<file path="config.mk">
export PLATFORM = sky130hd
export DESIGN_NAME = pong_game_sequencer_flat
export DESIGN_NICKNAME = d
export VERILOG_FILES = /design/src/rtl/pong_pkg.sv /design/src/rtl/pong_game_sequencer_if.sv /design/src/rtl/pong_edge_det.sv /design/src/rtl/pong_game_sequencer.sv /design/src/flat_wrapper.sv
export SDC_FILE = /design/constraint.sdc
export NUM_CORES = 1
export LEC_CHECK = 0
export CORE_ASPECT_RATIO = 1.4
export CORE_MARGIN = 1
export CORE_UTILIZATION = 50
export CTS_CLUSTER_DIAMETER = 200
export DETAILED_ROUTE_END_ITERATION = 7
export PLACE_DENSITY = 0.74
export SLEW_MARGIN = 30
export SYNTH_ARGS = -nofsm -noshare
export SYNTH_HDL_FRONTEND = slang
export SYNTH_SLANG_ARGS = --single-unit
</file>
<file path="constraint.sdc">
create_clock -name mclk -period 3.4 [get_ports mclk]
set_clock_uncertainty 0.15 [all_clocks]
set_input_delay 0.68 -clock mclk [delete_from_list [all_inputs] [get_ports mclk]]
set_output_delay 0.68 -clock mclk [all_outputs]
set_load 0.05 [all_outputs]
</file>
<file path="src/rtl/pong_pkg.sv">
// Shared definitions for the Pong game-flow sequencer: state encoding,
// default timing constants and counter sizing helper.
package pong_pkg;

  typedef enum logic [2:0] {
    ST_ATTRACT    = 3'd0,
    ST_START      = 3'd1,
    ST_SERVE_WAIT = 3'd2,
    ST_PLAY       = 3'd3,
    ST_POINT      = 3'd4,
    ST_OVER       = 3'd5
  } state_e;

  localparam int unsigned DEF_SERVE_FRAMES = 60;
  localparam int unsigned DEF_SRST_CYCLES  = 4;
  localparam int unsigned DEF_SCORE_W      = 2;
  localparam int unsigned DEF_FRAME_CNT_W  = 7;

  // The cycle counter must reach SRST_CYCLES-1 in START and SCORE_W in POINT.
  function automatic int unsigned cyc_cnt_w(input int unsigned srst_cycles,
                                            input int unsigned score_w);
    int unsigned m;
    m = (srst_cycles > score_w + 1) ? srst_cycles : score_w + 1;
    return (m < 2) ? 1 : $clog2(m);
  endfunction

endpackage

</file>
<file path="src/rtl/pong_game_sequencer_if.sv">
// Control/status bundle between the game sequencer and the surrounding
// score path, ball logic and coin handling.
interface pong_game_sequencer_if;
  logic       frame_tick;
  logic       coin;
  logic       _miss;
  logic       miss_left;
  logic       stop_g;
  logic       _attract;
  logic       srst;
  logic       _srst;
  logic       l;
  logic       r;
  logic       serve;
  logic [2:0] state_o;

  modport master (
    output frame_tick, coin, _miss, miss_left, stop_g,
    input  _attract, srst, _srst, l, r, serve, state_o
  );

  modport slave (
    input  frame_tick, coin, _miss, miss_left, stop_g,
    output _attract, srst, _srst, l, r, serve, state_o
  );
endinterface

</file>
<file path="src/rtl/pong_edge_det.sv">
// Registered falling-edge detector; a held-low level produces a single pulse.
module pong_edge_det #(
  parameter logic RST_VAL = 1'b1
) (
  input  logic clk,
  input  logic rst,
  input  logic d_i,
  output logic fall_o
);

  logic d_q;

  always_ff @(posedge clk or posedge rst) begin
    if (rst) d_q <= RST_VAL;
    else     d_q <= d_i;
  end

  assign fall_o = d_q & ~d_i;

endmodule

</file>
<file path="src/rtl/pong_game_sequencer.sv">
// Pong game-flow sequencer: attract -> start -> serve -> play -> point ->
// serve ... -> game over; drives score reset, score strobes and serve.
module pong_game_sequencer #(
  parameter int unsigned SERVE_FRAMES = pong_pkg::DEF_SERVE_FRAMES,
  parameter int unsigned SRST_CYCLES  = pong_pkg::DEF_SRST_CYCLES,
  parameter int unsigned SCORE_W      = pong_pkg::DEF_SCORE_W,
  parameter int unsigned FRAME_CNT_W  = pong_pkg::DEF_FRAME_CNT_W
) (
  input logic            mclk,
  input logic            rst,
  pong_game_sequencer_if.slave io
);
  import pong_pkg::*;

  localparam int unsigned CYC_W = cyc_cnt_w(SRST_CYCLES, SCORE_W);

  localparam logic [CYC_W-1:0]       SRST_LAST  = CYC_W'(SRST_CYCLES - 1);
  localparam logic [CYC_W-1:0]       SCORE_LAST = CYC_W'(SCORE_W);
  localparam logic [FRAME_CNT_W-1:0] FRM_LAST   = FRAME_CNT_W'(SERVE_FRAMES - 1);

  state_e                 state_q, state_d;
  logic [CYC_W-1:0]       cyc_q, cyc_d;
  logic [FRAME_CNT_W-1:0] frm_q, frm_d;
  logic                   side_q, side_d;
  logic                   serve_q, serve_d;
  logic                   miss_evt;

  pong_edge_det #(.RST_VAL(1'b1)) u_miss_det (
    .clk    (mclk),
    .rst    (rst),
    .d_i    (io._miss),
    .fall_o (miss_evt)
  );

  always_ff @(posedge mclk or posedge rst) begin
    if (rst) begin
      state_q <= ST_ATTRACT;
      cyc_q   <= '0;
      frm_q   <= '0;
      side_q  <= 1'b0;
      serve_q <= 1'b0;
    end else begin
      state_q <= state_d;
      cyc_q   <= cyc_d;
      frm_q   <= frm_d;
      side_q  <= side_d;
      serve_q <= serve_d;
    end
  end

  always_comb begin
    state_d = state_q;
    cyc_d   = cyc_q;
    frm_d   = frm_q;
    side_d  = side_q;
    serve_d = 1'b0;
    unique case (state_q)
      ST_ATTRACT, ST_OVER: begin
        if (io.coin) begin
          state_d = ST_START;
          cyc_d   = '0;
        end
      end
      ST_START: begin
        if (cyc_q == SRST_LAST) begin
          state_d = ST_SERVE_WAIT;
          cyc_d   = '0;
          frm_d   = '0;
        end else begin
          cyc_d = cyc_q + CYC_W'(1);
        end
      end
      ST_SERVE_WAIT: begin
        // The frame counter stops at FRM_LAST; the next tick launches the ball.
        if (io.frame_tick) begin
          if (frm_q == FRM_LAST) begin
            state_d = ST_PLAY;
            serve_d = 1'b1;
            cyc_d   = '0;
          end else begin
            frm_d = frm_q + FRAME_CNT_W'(1);
          end
        end
      end
      ST_PLAY: begin
        if (miss_evt) begin
          side_d  = io.miss_left;
          state_d = ST_POINT;
          cyc_d   = '0;
        end
      end
      ST_POINT: begin
        // Strobe occupies counts 0..SCORE_W-1; count SCORE_W is the settle cycle.
        if (cyc_q == SCORE_LAST) begin
          cyc_d = '0;
          if (io.stop_g) begin
            state_d = ST_OVER;
          end else begin
            state_d = ST_SERVE_WAIT;
            frm_d   = '0;
          end
        end else begin
          cyc_d = cyc_q + CYC_W'(1);
        end
      end
      default: begin
        state_d = ST_ATTRACT;
        cyc_d   = '0;
      end
    endcase
  end

  logic srst, attract_n, strobe;

  always_comb begin
    srst      = (state_q == ST_ATTRACT) || (state_q == ST_START);
    attract_n = !((state_q == ST_ATTRACT) || (state_q == ST_OVER));
    strobe    = (state_q == ST_POINT) && (cyc_q < SCORE_LAST);
    io.srst     = srst;
    io._srst    = ~srst;
    io._attract = attract_n;
    io.l        = strobe & ~side_q;
    io.r        = strobe & side_q;
    io.serve    = serve_q;
    io.state_o  = state_q;
  end

endmodule
</file>
<file path="src/flat_wrapper.sv">
// flat-port wrapper written by rule: the top's interface ports become plain ports
module pong_game_sequencer_flat import pong_pkg::*;
#(
  parameter int unsigned SERVE_FRAMES = pong_pkg::DEF_SERVE_FRAMES,
  parameter int unsigned SRST_CYCLES  = pong_pkg::DEF_SRST_CYCLES,
  parameter int unsigned SCORE_W      = pong_pkg::DEF_SCORE_W,
  parameter int unsigned FRAME_CNT_W  = pong_pkg::DEF_FRAME_CNT_W
)
  (mclk, rst, io_frame_tick, io_coin, io__miss, io_miss_left, io_stop_g, io__attract, io_srst, io__srst, io_l, io_r, io_serve, io_state_o);
  pong_game_sequencer_if io_i ();
  input logic mclk;
  input logic rst;
  input wire logic [$bits(io_i.frame_tick)-1:0] io_frame_tick;
  input wire logic [$bits(io_i.coin)-1:0] io_coin;
  input wire logic [$bits(io_i._miss)-1:0] io__miss;
  input wire logic [$bits(io_i.miss_left)-1:0] io_miss_left;
  input wire logic [$bits(io_i.stop_g)-1:0] io_stop_g;
  output wire logic [$bits(io_i._attract)-1:0] io__attract;
  output wire logic [$bits(io_i.srst)-1:0] io_srst;
  output wire logic [$bits(io_i._srst)-1:0] io__srst;
  output wire logic [$bits(io_i.l)-1:0] io_l;
  output wire logic [$bits(io_i.r)-1:0] io_r;
  output wire logic [$bits(io_i.serve)-1:0] io_serve;
  output wire logic [$bits(io_i.state_o)-1:0] io_state_o;
  assign io_i.frame_tick = io_frame_tick;
  assign io_i.coin = io_coin;
  assign io_i._miss = io__miss;
  assign io_i.miss_left = io_miss_left;
  assign io_i.stop_g = io_stop_g;
  assign io__attract = io_i._attract;
  assign io_srst = io_i.srst;
  assign io__srst = io_i._srst;
  assign io_l = io_i.l;
  assign io_r = io_i.r;
  assign io_serve = io_i.serve;
  assign io_state_o = io_i.state_o;
  pong_game_sequencer #(.SERVE_FRAMES(SERVE_FRAMES), .SRST_CYCLES(SRST_CYCLES), .SCORE_W(SCORE_W), .FRAME_CNT_W(FRAME_CNT_W)) u_core (.mclk(mclk), .rst(rst), .io(io_i));
endmodule
</file>
==> results of run 1 <==
==> registers in the layout, indices dropped and copies added, names as in the netlist <==
register,cells
u_core.frm_q,7
u_core.io.state_o,3
u_core.cyc_q,2
u_core.io.serve,1
u_core.side_q,1
u_core.u_miss_det.d_q,1
==> Yosys cell counts (3+ instances only) <==
library cell / number
nor3_1: 5
o211ai_1: 4
nand2_1: 6
buf_2: 3
nor2b_1: 4
dfrtp_1: 14
a21oi_1: 3
a31oi_1: 3
o22ai_1: 3
inv_1: 13
nor2_1: 4
ha_1: 5
nor4b_1: 4
o21ai_0: 11
==> cell type report <==
| class | count | area (um^2) |
|---|---|---|
| clock buffer | 3 | 22.5 |
| clock inverter | 1 | 5.00 |
| fill | 157 | 628 |
| inverter | 13 | 48.8 |
| multi-input combinational | 76 | 546 |
| sequential | 15 | 377 |
| tap | 20 | 25.0 |
| timing repair buffer | 15 | 150 |
==> cells by family after synthesis <==
group | count (synthesis)
adder cells (fa/ha/maj) | 5
flip-flops | 15
multiplexers | 1
XOR/XNOR | 1
AND/OR/NAND/NOR | 38
AO/OA/AOI/OAI | 31
buffers and inverters | 18
==> metal layers <==
| metal | track usage, % | share of wire, % | up-vias | wire (um) |
|---|---|---|---|---|
| met4 | 8.62 | 0.70 | 0 | 14 |
| li1 | - | - | 423 | - |
| met3 | 2.44 | 2.2 | 2 | 44 |
| met1 | 26.0 | 46 | 389 | 915 |
| met5 | 0 | 0 | - | 0 |
| met2 | 37.2 | 51 | 12 | 1010 |
==> final timing paths <==
path	from	endpoint	slack [ns]	cells past startpoint
max	u_core.io.state_o[2]	io_r	0.33	3
min	u_core.side_q	u_core.side_q	0.42	1
max reg2reg	u_core.io.state_o[1]	u_core.frm_q[4]	1.35	4
min reg2reg	u_core.side_q	u_core.side_q	0.42	1
max in group asynchronous	rst	u_core.side_q	2.13	2
min in group asynchronous	rst	u_core.frm_q[1]	0.59	2
==> power groups by stage <==
stage	clock [mW]	sequential [mW]	combinational [mW]
floorplan	0	0.359	0.522
CTS	0.104	0.376	0.669
detailed placement	0	0.380	0.667
global placement	0	0.374	0.657
global route	0.113	0.392	0.720
finish	0.101	0.378	0.664
==> out/metrics.csv, run 1 <==
stage;metric;value;unit
power_and_ir_drop;clkPwrFrac;8.8;%
sta;fin_crit_sh;90.4;%
sta;rsz0062_at_grt;false;
min_path;hp-class;flop to flop;
worst_setup_path;critical_path_arrival;2.24;ns
floorplan;io_pins;16;
detailed_routing;dr.pass1.iters;4;
clock_network;ctsHoldBuffers;0;
power_and_ir_drop;swShare;51.2;%
worst_setup_path;cp_slowest_stage_delay;0.83;ns
worst_setup_path;required;2.57;ns
power_and_ir_drop;p_sw;0.585;mW
floorplan;die_area;2160;um^2
placement;dpl_cell_area;1150;um^2
synthesis;synthSimpleGateAreaFrac;25.3;%
clock_network;clk_latency;0.28;ns
power_and_ir_drop;power.density;974;nW/um^2
cells_and_area;n_antenna_cell;0;
power_and_ir_drop;seqPwrFrac;33.1;%
clock_network;post_cts_buffers;0;
synthesis;synth_cell_types;37;
sta;hold_viol_final;0;
floorplan;die_h;54.6;um
power_and_ir_drop;ir_drop;0.436;mV
power_and_ir_drop;p_total;1.14;mW
run;maxCapViolCount;0;
synthesis;synth_fp_nets;121;
power_and_ir_drop;pwr-share-comb;58.1;%
detailed_routing;routed_wl;1.99;mm
clock_network;cts_buffers;3;
detailed_routing;drt_iter0_drc;16;
detailed_routing;drc_errors;0;
cells_and_area;fin_cells;143;
sta;fin_crit;3.07;ns
clock_network;cts_tree;built;
grt;antenna_found_initial;0;
synthesis;async_flop_share;100;%
detailed_routing;wire_per_inst;13.9;um
power_and_ir_drop;internal_power;0.558;mW
synthesis;synth_compound_area_share;20.3;%
clock_network;clk_pin_slew_worst_paths;0.09;ns
grt;grt_start_max_net_pins;20;
synthesis;syn-cell-area;988;um^2
synthesis;muxShareOfSynthArea;1.14;%
synthesis;synth_top_area_cell;dfrtp_1;
detailed_routing;vias_per_cell;5.78;
clock_network;clkSinkCount;15;
sta;fin_setup_tns;0;ns
synthesis;syn-mean-instance-area;9.07;um^2
placement;pre_cts_ws;0.648;ns
cells_and_area;utilization;65.1;%
grt;grt_pass1_wl;3.15;mm
worst_setup_path;critPathBufInv;1;
synthesis;synth_top_area_share;35.4;%
detailed_routing;ant_nets;0;
sta;fin_ws;0.326;ns
placement;gp_congestion;0.763;
sta;hold_ws;0.417;ns
power_and_ir_drop;total_leakage_power;0.457;nW
floorplan;die_x;39.6;um
sta;drv_slew;0;
synthesis;ys_seq_area_share;38.1;%
sta;relSlewSlack;60.7;%
floorplan;rows;18;
cells_and_area;layout-drive-gt1-share;10.6;%
grt;grt_pass1_vias;742;
worst_setup_path;critPathSlowestCell;clkdlybuf4s50_1;
synthesis;ys_warn_count;0;
clock_network;ctsResizeCount;0;
placement;io_buffers;15;
sta;worstMarginPinSlew;0.590;ns
synthesis;ys_seq_elements;15;
worst_setup_path;cpLargestDelayFamily;buffers and inverters;
synthesis;synth_ff_type;dfrtp_1;
synthesis;syn-instance-count;109;
worst_setup_path;cp-end-kind;primary output;
clock_network;htree_levels;1;
cells_and_area;area_growth;18.7;%
cells_and_area;mostFrequentLayoutCell;clkdlybuf4s50_1;
worst_setup_path;path_max_fanout;18;
floorplan;core;1800;um^2
synthesis;synthAdderAreaFrac;6.33;%
synthesis;synth_top_family_by_area;simple AND/OR/NAND/NOR gates;
worst_setup_path;cp-start-kind;flop;
cells_and_area;final_cell_mix;clkdlybuf4s50_1, dfrtp_1, inv_1;
sta;fmax;325;MHz
floorplan;initial_utilization;54.9;%
clock_network;ctsRootBufferMaster;clkbuf_4;
cells_and_area;nNetsFinal;136;
grt;grt_overflow;0;
sta;setup_viol;0;
worst_setup_path;crit_chain;nand2_1 -> nor4b_2 -> clkdlybuf4s50_1;
placement;dp.cells;139;
cells_and_area;fin_area;1170;um^2
synthesis;synth_edf_count;0;
synthesis;yosys-top-cells-area;dfrtp_1, ha_1, o21ai_0;
detailed_routing;dr_total_vias;826;
placement;dpl.hpwl;1.49;mm
run_status;outcome;completed;
grt;grt_usage;21.4;%
worst_setup_path;criticalPathCategory;flop to primary output;
synthesis;synthXorXnorAreaFrac;0.886;%
clock_network;clock_path_buffers;2;
Power figures use the tool's default switching activity.
==> inputs of run 2 (changes only) <==
--- a/config.mk
+++ b/config.mk
@@ -5,6 +5,7 @@
 export SDC_FILE = /design/constraint.sdc
 export NUM_CORES = 1
 export LEC_CHECK = 0
+export CAP_MARGIN = 10
 export CORE_ASPECT_RATIO = 1.4
 export CORE_MARGIN = 1
 export CORE_UTILIZATION = 50
==> results of run 2 <==
The final DEF is identical to that of run 1; final timing and power are the same.
==> inputs of run 3 (changes only) <==
--- a/config.mk
+++ b/config.mk
@@ -9,6 +9,7 @@
 export CORE_ASPECT_RATIO = 1.4
 export CORE_MARGIN = 1
 export CORE_UTILIZATION = 50
+export CTS_BUF_LIST = sky130_fd_sc_hd__clkbuf_8
 export CTS_CLUSTER_DIAMETER = 200
 export DETAILED_ROUTE_END_ITERATION = 7
 export PLACE_DENSITY = 0.74
==> run 3 against run 2 <==
  * Via count up 1.7%
  * Critical endpoint unchanged
  * Global-route usage is 0.33 points higher
  * Largest power group unchanged
  * Combinational power about the same
  * Register-to-register slack about the same
  * Fmax increased by 1.3%
  * First-iteration DRC count unchanged
  * Highest routed layer unchanged
==> out/metrics.csv, run 3 (synthesis results as in run 1) <==
stage;metric;value;unit
grt;grt_pass1_wl;3.16;mm
power_and_ir_drop;swShare;49.7;%
placement;pre_cts_ws;0.648;ns
worst_setup_path;path_max_fanout;18;
sta;fin_ws;0.366;ns
detailed_routing;ant_nets;0;
clock_network;clk_latency;0.24;ns
sta;fin_crit_sh;89.2;%
sta;fin_crit;3.03;ns
power_and_ir_drop;clkPwrFrac;12.0;%
grt;grt_overflow;0;
sta;fmax;330;MHz
sta;hold_viol_final;0;
cells_and_area;mostFrequentLayoutCell;clkdlybuf4s50_1;
grt;grt.busiest_layer;met2;
clock_network;ctsHoldBuffers;0;
sta;rsz0062_at_grt;false;
sta;drv_slew;0;
cells_and_area;final_cell_mix;clkdlybuf4s50_1, dfrtp_1, inv_1;
clock_network;clk_pin_slew_worst_paths;0.06;ns
sta;fin_setup_tns;0;ns
sta;hold_ws;0.410;ns
sta;setup_viol;0;
worst_setup_path;cp-start-kind;flop;
power_and_ir_drop;total_leakage_power;0.464;nW
cells_and_area;nNetsFinal;136;
detailed_routing;drc_errors;0;
power_and_ir_drop;seqPwrFrac;32.0;%
power_and_ir_drop;power.density;993;nW/um^2
floorplan;io_pins;16;
power_and_ir_drop;pwr-share-comb;56.0;%
detailed_routing;dr_total_vias;840;
power_and_ir_drop;ir_drop;0.439;mV
grt;grt_use_met2;37.2;%
detailed_routing;routed_wl;2.00;mm
sta;worstMarginPinSlew;0.585;ns
run_status;outcome;completed;
detailed_routing;vias_per_cell;5.87;
worst_setup_path;required;2.57;ns
sta;relSlewSlack;61.0;%
power_and_ir_drop;p_sw;0.588;mW
cells_and_area;largest_reg_flops;7;
grt;use_met3;2.44;%
clock_network;post_cts_buffers;0;
clock_network;cts_buffers;3;
grt;grt_usage;21.7;%
clock_network;ctsRootBufferMaster;clkbuf_8;
cells_and_area;regMostFlops;u_core.frm_q;
worst_setup_path;cp-end-kind;primary output;
cells_and_area;n_antenna_cell;0;
clock_network;clock_path_buffers;2;
floorplan;core;1800;um^2
detailed_routing;dr.pass1.iters;4;
clock_network;htree_levels;1;
grt;grt_start_max_net_pins;20;
cells_and_area;layout-drive-gt1-share;10.6;%
placement;gp_congestion;0.763;
grt;gr-usage-met1;26.2;%
power_and_ir_drop;p_total;1.18;mW
cells_and_area;utilization;66.2;%
grt;antenna_found_initial;0;
clock_network;clkSinkCount;15;
placement;io_buffers;15;
floorplan;die_area;2160;um^2
run;maxCapViolCount;0;
floorplan;die_h;54.6;um
placement;dpl.hpwl;1.49;mm
worst_setup_path;critical_path_arrival;2.20;ns
detailed_routing;wire_per_inst;14.0;um
worst_setup_path;criticalPathCategory;flop to primary output;
min_path;hp-class;flop to flop;
floorplan;initial_utilization;54.9;%
clock_network;cts_tree;built;
clock_network;ctsResizeCount;0;
grt;grt_pass1_vias;739;
power_and_ir_drop;internal_power;0.595;mW
detailed_routing;drt_iter0_drc;16;
floorplan;die_x;39.6;um
floorplan;rows;18;
cells_and_area;area_growth;20.6;%
-- run 3: cell counts in the layout (fill, tap and decap cells not counted) --
No cell type changed its count.
-- run 3: worst max-delay path, stage by stage (launching register included) --
cell             delay (ns)
dfrtp_1                0.68
nand2_1                0.18
nor4b_2                0.26
clkdlybuf4s50_1        0.83
-- run 3: through the flow --
step / std cells / cell area, um^2
after global placement: 139 / 1150
after CTS: 143 / 1190
final: 143 / 1190
after global routing: 143 / 1190
after detailed placement: 139 / 1150
after floorplan: 109 / 1000
-- run 3: path summary, 6_finish.rpt --
check | from | end | slack [ns] | cells after the start
worst max-delay path | u_core.io.state_o[2] | io_r | 0.37 | 3
worst min-delay path | u_core.side_q | u_core.side_q | 0.41 | 1
worst max register to register | u_core.io.state_o[1] | u_core.frm_q[4] | 1.36 | 4
worst min register to register | u_core.side_q | u_core.side_q | 0.41 | 1
max in group asynchronous | rst | u_core.side_q | 2.09 | 2
min in group asynchronous | rst | u_core.frm_q[1] | 0.64 | 2
-- run 3: cell type report --
class	instances	area (um^2)
Clock buffer	3	41.3
Clock inverter	1	5.00
Fill cell	153	609
Inverter	13	48.8
Multi-Input combinational cell	76	546
Sequential cell	15	377
Tap cell	20	25.0
Timing Repair Buffer	15	150
-- run 3: routing by layer --
metal / vias to the layer above / wire length (um)
met2: 17 / 1020
met3: 2 / 51
met4: 0 / 19
li1: 424 / -
met5: - / 0
met1: 397 / 914
-- run 3: power by group through the flow --
stage                     sequential (mW)  combinational, mW  clock, mW
after floorplan                     0.359              0.522          0
after global placement              0.374              0.657          0
after detailed placement            0.380              0.667          0
after CTS                           0.377              0.669      0.146
after global routing                0.393              0.720      0.156
final                               0.379              0.664      0.142
